**src/rtl/stopwatch_ctrl.sv**
```systemverilog
// stopwatch_ctrl
//   Control FSM for a 4-digit mm:ss stopwatch datapath and its lap memory.
//   Turns debounced start/stop, lap and clear buttons into single-cycle
//   increment/restart/trigger pulses. It divides clk down to the seconds tick,
//   runs the lap-memory write handshake and keeps the lap count and error status.
//
// Ports
//   clk        in   clock
//   rst        in   asynchronous, active-low reset
//   btn_start  in   start/stop level; acts on its rising edge
//   btn_lap    in   lap/save level; acts on its rising edge
//   btn_clear  in   clear level; acts on its rising edge
//   mem_ack    in   lap memory accepted the write (sampled while mem_we=1)
//   increment  out  1-cycle pulse: advance the time by one second
//   restart    out  1-cycle pulse: zero the time digits
//   trigger    out  1-cycle pulse: advance the lap-memory address
//   mem_we     out  write request; held until mem_ack or timeout
//   running    out  stopwatch is counting (RUN, or a save entered from RUN)
//   lap_count  out  laps successfully written since reset
//   laps_full  out  lap_count == MAX_LAPS
//   save_err   out  sticky: a save timed out; cleared only by rst
//
// Lap-memory handshake: mem_we rises on entry to SAVE and stays high every
// cycle until the first cycle mem_ack is seen high (write accepted; the FSM
// moves to DONE and mem_we drops) or until ACK_TIMEOUT cycles have passed
// without mem_ack (write abandoned). mem_ack is ignored while mem_we is low.
module stopwatch_ctrl #(
    parameter int TICK_DIV    = 50_000_000,
    parameter int MAX_LAPS    = 16,
    parameter int LAP_W       = 5,
    parameter int ACK_TIMEOUT = 255
) (
    input  logic             clk,
    input  logic             rst,
    input  logic             btn_start,
    input  logic             btn_lap,
    input  logic             btn_clear,
    input  logic             mem_ack,
    output logic             increment,
    output logic             restart,
    output logic             trigger,
    output logic             mem_we,
    output logic             running,
    output logic [LAP_W-1:0] lap_count,
    output logic             laps_full,
    output logic             save_err
);

    localparam int PW = (TICK_DIV > 1) ? $clog2(TICK_DIV) : 1;
    localparam int TW = $clog2(ACK_TIMEOUT + 1);
    localparam logic [PW-1:0]    PRESC_LAST = PW'(TICK_DIV - 1);
    localparam logic [TW-1:0]    TIMER_LAST = TW'(ACK_TIMEOUT - 1);
    localparam logic [LAP_W-1:0] LAPS_MAX   = LAP_W'(MAX_LAPS);

    typedef enum logic [2:0] {
        ST_IDLE,
        ST_RUN,
        ST_PAUSE,
        ST_SAVE,
        ST_DONE
    } state_t;

    state_t           state_q, state_d;
    state_t           ret_q, ret_d;
    logic [PW-1:0]    presc_q, presc_d;
    logic [TW-1:0]    timer_q, timer_d;
    logic             pend_inc_q, pend_inc_d;
    logic             pend_clr_q, pend_clr_d;
    logic [LAP_W-1:0] lap_count_q, lap_count_d;
    logic             save_err_q, save_err_d;
    logic             increment_q, increment_d;
    logic             restart_q, restart_d;
    logic             start_prev_q, lap_prev_q, clear_prev_q;

    logic start_ev, lap_ev, clear_ev;
    logic busy, cnt_en, tick, full, leave;

    assign start_ev = btn_start & ~start_prev_q;
    assign lap_ev   = btn_lap   & ~lap_prev_q;
    assign clear_ev = btn_clear & ~clear_prev_q;

    assign busy   = (state_q == ST_SAVE) || (state_q == ST_DONE);
    // The clock keeps running through a save that was started from RUN.
    assign cnt_en = (state_q == ST_RUN) || (busy && (ret_q == ST_RUN));
    assign tick   = cnt_en && (presc_q == PRESC_LAST);
    assign full   = (lap_count_q == LAPS_MAX);

    always_comb begin
        state_d     = state_q;
        ret_d       = ret_q;
        timer_d     = timer_q;
        pend_inc_d  = pend_inc_q;
        pend_clr_d  = pend_clr_q;
        lap_count_d = lap_count_q;
        save_err_d  = save_err_q;
        increment_d = 1'b0;
        restart_d   = 1'b0;
        leave       = 1'b0;
        presc_d     = presc_q;
        if (cnt_en) begin
            presc_d = tick ? '0 : presc_q + PW'(1);
        end

        case (state_q)
            ST_IDLE, ST_RUN, ST_PAUSE: begin
                // Only the highest-priority event of the cycle acts; a lap
                // press that cannot be honoured still masks a start press.
                if (clear_ev) begin
                    state_d    = ST_IDLE;
                    restart_d  = 1'b1;
                    presc_d    = '0;
                    pend_inc_d = 1'b0;
                end else begin
                    if (lap_ev) begin
                        if ((state_q != ST_IDLE) && !full) begin
                            state_d = ST_SAVE;
                            ret_d   = state_q;
                            timer_d = '0;
                        end
                    end else if (start_ev) begin
                        case (state_q)
                            ST_IDLE: state_d = ST_RUN;
                            ST_RUN:  state_d = ST_PAUSE;
                            default: state_d = ST_RUN;
                        endcase
                    end
                    // A tick on the cycle that enters SAVE is deferred so the
                    // time being written stays stable during the save.
                    if (tick) begin
                        if (state_d == ST_SAVE) begin
                            pend_inc_d = 1'b1;
                        end else begin
                            increment_d = 1'b1;
                        end
                    end
                end
            end

            ST_SAVE, ST_DONE: begin
                if (clear_ev) begin
                    pend_clr_d = 1'b1;
                end
                if (tick) begin
                    pend_inc_d = 1'b1;
                end
                if (state_q == ST_SAVE) begin
                    if (mem_ack) begin
                        state_d     = ST_DONE;
                        lap_count_d = lap_count_q + LAP_W'(1);
                    end else if (timer_q == TIMER_LAST) begin
                        leave      = 1'b1;
                        save_err_d = 1'b1;
                    end else begin
                        timer_d = timer_q + TW'(1);
                    end
                end else begin
                    leave = 1'b1;
                end
                if (leave) begin
                    // A clear raised during the save overrides both the
                    // return state and any deferred increment.
                    if (pend_clr_q || clear_ev) begin
                        state_d    = ST_IDLE;
                        restart_d  = 1'b1;
                        presc_d    = '0;
                        pend_inc_d = 1'b0;
                        pend_clr_d = 1'b0;
                    end else begin
                        state_d     = ret_q;
                        increment_d = pend_inc_q || tick;
                        pend_inc_d  = 1'b0;
                    end
                end
            end

            default: begin
                state_d = ST_IDLE;
            end
        endcase
    end

    always_ff @(posedge clk or negedge rst) begin
        if (!rst) begin
            state_q      <= ST_IDLE;
            ret_q        <= ST_IDLE;
            presc_q      <= '0;
            timer_q      <= '0;
            pend_inc_q   <= 1'b0;
            pend_clr_q   <= 1'b0;
            lap_count_q  <= '0;
            save_err_q   <= 1'b0;
            increment_q  <= 1'b0;
            restart_q    <= 1'b0;
            start_prev_q <= 1'b0;
            lap_prev_q   <= 1'b0;
            clear_prev_q <= 1'b0;
        end else begin
            state_q      <= state_d;
            ret_q        <= ret_d;
            presc_q      <= presc_d;
            timer_q      <= timer_d;
            pend_inc_q   <= pend_inc_d;
            pend_clr_q   <= pend_clr_d;
            lap_count_q  <= lap_count_d;
            save_err_q   <= save_err_d;
            increment_q  <= increment_d;
            restart_q    <= restart_d;
            start_prev_q <= btn_start;
            lap_prev_q   <= btn_lap;
            clear_prev_q <= btn_clear;
        end
    end

    assign increment = increment_q;
    assign restart   = restart_q;
    assign trigger   = (state_q == ST_DONE);
    assign mem_we    = (state_q == ST_SAVE);
    assign running   = cnt_en;
    assign lap_count = lap_count_q;
    assign laps_full = full;
    assign save_err  = save_err_q;

endmodule

```
**config.mk**
```make
export PLATFORM = sky130hd
export DESIGN_NAME = stopwatch_ctrl
export DESIGN_NICKNAME = d
export VERILOG_FILES = /design/src/rtl/stopwatch_ctrl.sv
export SDC_FILE = /design/constraint.sdc
export NUM_CORES = 1
export LEC_CHECK = 0
export CORE_MARGIN = 4
export CORE_UTILIZATION = 45
export CTS_CLUSTER_SIZE = 40
export DETAILED_ROUTE_END_ITERATION = 10
export GPL_TIMING_DRIVEN = 0
export SYNTH_ARGS = -nofsm -noshare
export SYNTH_HDL_FRONTEND = slang
export SYNTH_SLANG_ARGS = --single-unit
```
**constraint.sdc**
```tcl
create_clock -name clk -period 3 [get_ports clk]
set_clock_uncertainty 0.05 [all_clocks]
set_input_delay 0.6 -clock clk [delete_from_list [all_inputs] [get_ports clk]]
set_output_delay 0.6 -clock clk [all_outputs]
set_load 0.02 [all_outputs]
```
==> qor.yml, run 1 <==
cp-start-kind: "register"
cpMaxStageDelayCell: "clkdlybuf4s50_1"
core_area_mm2: 0.006422
track_usage_pct: 17.86
crit_required_ns: 2.35
clk_latency_ns: 0.32
drt_wl_total_mm: 6.691
synth.net_count: 328
fin_nets: 353
ant_nets: 0
period_needed_ns: 2.737
fillers: 620
tightest_slew_ns: 0.6915
status: "finished, final reports clean"
diodes: 0
start_util_pct: 46.89
antenna_found_initial: 0
holdCritPathClass: "primary input to async pin"
row_count: 29
wire_per_inst_um: 15.93
grt_pass1_wl_mm: 11.85
fp.dieH_um: 89.81
via_count: 2461
clkSinkCount: 53
path_cells: "buf_6 -> or3b_1 -> buf_6 -> inv_1 -> clkdlybuf4s50_1"
numPortBuffers: 17
ys.flop_type: "dfrtp_1"
die_w_um: 89.81
worstSetupPathType: "register to output pin"
drive_above_1_share_pct: 8.746
maxCapViolCount: 0
yosysSeqAreaShare_pct: 44.04
path_common_cell: "buf_6"
cts.clk_slew.worst_paths_ns: 0.10
die_area_mm2: 0.008065
htree_levels: 2
fin_util_pct: 53.05
cts_tree: "yes"
rsz0062_at_grt: "false"
synth-async-reset-ratio_pct: 100.0
p_leak_nw: 1.401
max_slew_margin_pct: 53.47
hold_buffers: 0
fmax_mhz: 365.4
hold_viol: 0
first_global_vias: 2458
seq_area_mm2: 0.001326
grt_max_degree: 36
drcViolationCount: 0
area_delta_synth_final_pct: 13.13
dp_hpwl_mm: 4.935
ios: 18
numCtsBuffers: 5
power.total_w: 0.002168
fin_crit_sh_pct: 91.23
synth_area_mm2: 0.003012
synth-seq-cells: 53
arrival_ns: 2.09
overflow: 0
crit_path_max_incr_delay_ns: 0.62
p_per_area_mw_per_mm2: 636.3
crit_fanout: 7
globalplace.congestion: 0.8318
finalSetupViolations: 0
multi_input_area_mm2: 0.001570
layout_common_cells: "dfrtp_1, nor2_1, nand2_1, o21ai_0, a21oi_1"
final_common_cell: "dfrtp_1"
synth_edf_count: 0
ir_worst_vdd_uv: 387.0
root_buffer: "clkbuf_8"
drv_slew: 0
ys_types: 59
via_per_inst: 5.860
synth_cells: 317
endpoint_kind: "output pin"
drt-initial-drc-count: 76
cts_buffer_depth: 2
syn_area_per_cell_um2: 9.500
yosysWarnings: 0
dr.pass1.iters: 4
-- metal layers --
metal	part of all wire, %	global-route usage [%]	vias to the layer above
met3	2.9	3.422	12
li1	-	-	1212
met2	50	30.45	41
met4	2.1	6.513	0
met5	0	0	-
met1	45	22.56	1196
-- power by group --
part / switching (W) / internal (W)
registers: 0.000125 / 0.000827
logic: 0.000418 / 0.000303
clock network: 0.000243 / 0.000251
total: 0.000787 / 0.00138
-- worst max-delay path: cells and delay by family, from the launching register on --
family | cells | cell delay [ns]
and+or+nand+nor | 1 | 0.38
buffers and inverters | 4 | 1.01
DFF | 1 | 0.38
-- flip-flops by register name, summed over array words and instances, names as in the netlist --
name	cells
lap_count	5
timer_q	8
restart	1
ret_q	3
presc_q	26
pend_clr_q	1
increment	1
lap_prev_q	1
start_prev_q	1
state_q	3
clear_prev_q	1
save_err	1
pend_inc_q	1
-- cells by family (layout without fill, tap and decap cells) --
family                   after synthesis  after routing  share of synthesized area [%]
AND/OR/NAND/NOR                      132            132                          25.55
AO/OA/AOI/OAI                         83             83                          18.07
flip-flops                            53             53                          44.04
buffers and inverters                 22             48                          3.822
XOR/XNOR                              21             21                          6.107
adder cells (fa/ha/maj)                6              6                          2.410
-- what timing repair did --
action	in CTS	in global routing
setup endpoints to repair	0	1
setup buffers	0	0
resized for setup	0	1
-- area by class of cell --
class                   count  share of cell area [%]
multi-input cells         242                   46.09
flip-flops and latches     53                   38.93
repair buffers             18                   5.509
well taps                  77                   2.828
plain buffers              12                   2.277
clock buffers               6                   2.130
clock inverters             2                   1.138
inverters                  10                   1.102
-- synth_stat cells (all sizes together), types with 5 or more instances --
cell / count / area share, %
nand2: 23 / 2.9
dfrtp: 53 / 44
nand3: 15 / 2.5
nor2: 26 / 3.3
ha: 5 / 2.1
clkbuf: 5 / 0.62
o21ai: 24 / 4.1
and2: 7 / 1.5
inv: 9 / 1.1
nor3b: 5 / 1.2
nand4: 8 / 1.7
o211ai: 8 / 2.0
or3: 9 / 1.9
nor3: 5 / 1.4
xor2: 14 / 4.1
and3: 5 / 1.0
o2111ai: 6 / 1.7
xnor2: 7 / 2.0
a21oi: 22 / 3.8
buf: 7 / 2.0
nor4: 7 / 2.2
-- through the flow --
stage	TNS (ns)	std cells	area, um^2	hold slack [ns]	setup slack [ns]
detailed placement	0	412	3293	0.4075	0.3566
global route	0	420	3407	0.1921	0.1350
global placement	-22.14	411	3278	0.4043	-0.4207
finish	0	420	3407	0.1718	0.2630
floorplan	0	317	3012	0.2544	0.8031
CTS	0	420	3405	0.1826	0.002264
-- worst paths after layout --
path,startpoint,to,slack (ns),depth (start not counted)
max,state_q[1],trigger,0.26,5
min,rst,presc_q[14],0.17,1
min in group clk,save_err,save_err,0.42,1
max in group asynchronous,rst,ret_q[2],2.17,2
max reg2reg,ret_q[1],presc_q[8],0.50,8
min reg2reg,save_err,save_err,0.42,1
Note: power is estimated with default switching activity, not from simulation.
==> run 2, diff against run 1 <==
--- a/config.mk
+++ b/config.mk
@@ -10,6 +10,7 @@
 export CTS_CLUSTER_SIZE = 40
 export DETAILED_ROUTE_END_ITERATION = 10
 export GPL_TIMING_DRIVEN = 0
+export RECOVER_POWER = 100
 export SYNTH_ARGS = -nofsm -noshare
 export SYNTH_HDL_FRONTEND = slang
 export SYNTH_SLANG_ARGS = --single-unit
==> qor.yml, run 2 (synthesis gave the netlist of run 1 again) <==
dp.cells: 412  # unchanged
drcViolationCount: 0  # unchanged
rsz0062_at_grt: "false"
maxCapViolCount: 0  # unchanged
fin_nets: 353  # unchanged
grt_pass1_wl_mm: 11.85  # unchanged
clkSinkCount: 53  # unchanged
globalplace.congestion: 0.8318  # unchanged
area_delta_synth_final_pct: 11.72
ant_nets: 0  # unchanged
arrival_ns: 2.15  # +0.06 ns
wire_per_inst_um: 16.02  # +0.58%
fmax_mhz: 357.0  # -2.3%
fin_cells: 420  # unchanged
worstSetupPathType: "register to output pin"
first_global_vias: 2458  # unchanged
cts_buffer_depth: 2  # unchanged
tightest_slew_ns: 1.057  # +0.3659 ns
start_util_pct: 46.89  # unchanged
clk_latency_ns: 0.32  # about the same
cts_tree: "yes"
fillers: 628  # +1.3%
max_slew_margin_pct: 29.50  # -24 points
htree_levels: 2  # unchanged
root_buffer: "clkbuf_8"
layout_common_cells: "dfrtp_1, nor2_1, nand2_1, o21ai_0, a21oi_1"
crit_required_ns: 2.35  # about the same
drt_wl_total_mm: 6.730  # +0.58%
diodes: 0  # unchanged
path_cells: "buf_6 -> or3b_1 -> buf_6 -> inv_1 -> dlygate4sd3_1"
core_area_mm2: 0.006422  # unchanged
top_register: "presc_q"
dr.pass1.iters: 5  # +1
holdCritPathClass: "primary input to async pin"
ios: 18  # unchanged
largest_reg_flops: 26  # unchanged
grt_max_degree: 36  # unchanged
drv_slew: 0  # unchanged
fp.dieH_um: 89.81  # unchanged
r2r_cells: 8  # unchanged
cp-start-kind: "register"
reg2reg_setup_slack_ns: 0.39  # -0.11 ns
status: "finished, final reports clean"
cpMaxStageDelayCell: "dlygate4sd3_1"
via_count: 2460  # -0.041%
post_cts_buffers: 0  # unchanged
period_needed_ns: 2.801  # +0.06375 ns
hold_buffers: 0  # unchanged
die_w_um: 89.81  # unchanged
fin_crit_sh_pct: 93.36  # +2.1 points
ir_worst_vdd_uv: 384.6  # -0.63%
power.total_w: 0.002136  # -1.5%
tns_ns: 0  # unchanged
r2r_start: "ret_q[1]"
crit_fanout: 7  # unchanged
final_common_cell: "dfrtp_1"
numCtsBuffers: 5  # unchanged
row_count: 29  # unchanged
rr_endpoint: "presc_q[8]"
via_per_inst: 5.857  # about the same
fin_util_pct: 52.39  # -0.66 points
antenna_found_initial: 0  # unchanged
crit_path_max_incr_delay_ns: 0.69  # +0.07 ns
numPortBuffers: 17  # unchanged
overflow: 0  # unchanged
die_area_mm2: 0.008065  # unchanged
drt-initial-drc-count: 79  # +3.9%
drive_above_1_share_pct: 7.580  # -1.2 points
endpoint_kind: "output pin"
p_leak_nw: 1.398  # -0.22%
p_per_area_mw_per_mm2: 634.9  # -0.22%
dp_hpwl_mm: 4.935  # unchanged
hold_viol: 0  # unchanged
track_usage_pct: 17.86  # unchanged
finalSetupViolations: 0  # unchanged
cts.clk_slew.worst_paths_ns: 0.11  # about the same
path_common_cell: "buf_6"
crit_start: "state_q[1]"
## run 2: timing repair
| action | in CTS | in global routing |
|---|---|---|
| endpoints found under the hold margin | 0 | 0 |
| gates resized for setup | 0 | 1 |
| endpoints found under the setup margin | 0 | 1 |
## run 2: worst max path at each step
stage	to	slack [ns]
after CTS	running	0.002
after global routing	trigger	0.07
after floorplan	timer_q[7]	0.80
final	trigger	0.20
after global placement	timer_q[5]	-0.42
after detailed placement	timer_q[7]	0.36
## run 2: worst max-delay path: cells and delay by family (launching register included)
kind                   cells  cell delay, ns
flip-flops                 1            0.38
AND/OR/NAND/NOR            1            0.38
buffers and inverters      4            1.08
## run 2: layout make-up
cell class / count / area (um^2) / share of cell area (%)
inverters: 10 / 37.54 / 1.116
plain buffers: 12 / 70.07 / 2.083
clock buffers: 6 / 72.57 / 2.157
multi-input cells: 242 / 1560 / 46.37
clock inverters: 2 / 38.79 / 1.153
flip-flops and latches: 53 / 1326 / 39.42
repair buffers: 18 / 162.7 / 4.835
well taps: 77 / 96.34 / 2.864
## run 2: report_power, final
part / switching (W) / internal, W / leakage [nW]
logic: 0.000414 / 0.000274 / 0.640
registers: 0.000125 / 0.000827 / 0.702
clock network: 0.000245 / 0.000251 / 0.0554
## run 2: layer usage
metal	vias up	global-route usage (%)	wire length (um)
met5	-	0	0
met4	0	6.513	134
met3	13	3.422	148
met2	28	30.45	3307
met1	1205	22.56	3139
li1	1214	-	-
## run 2: metrics by stage
step | worst slack (ns) | hold slack [ns] | area (um^2)
global placement | -0.4207 | 0.4043 | 3278
global route | 0.07439 | 0.4443 | 3364
detailed placement | 0.3566 | 0.4075 | 3293
finish | 0.1993 | 0.3863 | 3364
floorplan | 0.8031 | 0.2544 | 3012
CTS | 0.002264 | 0.1826 | 3405
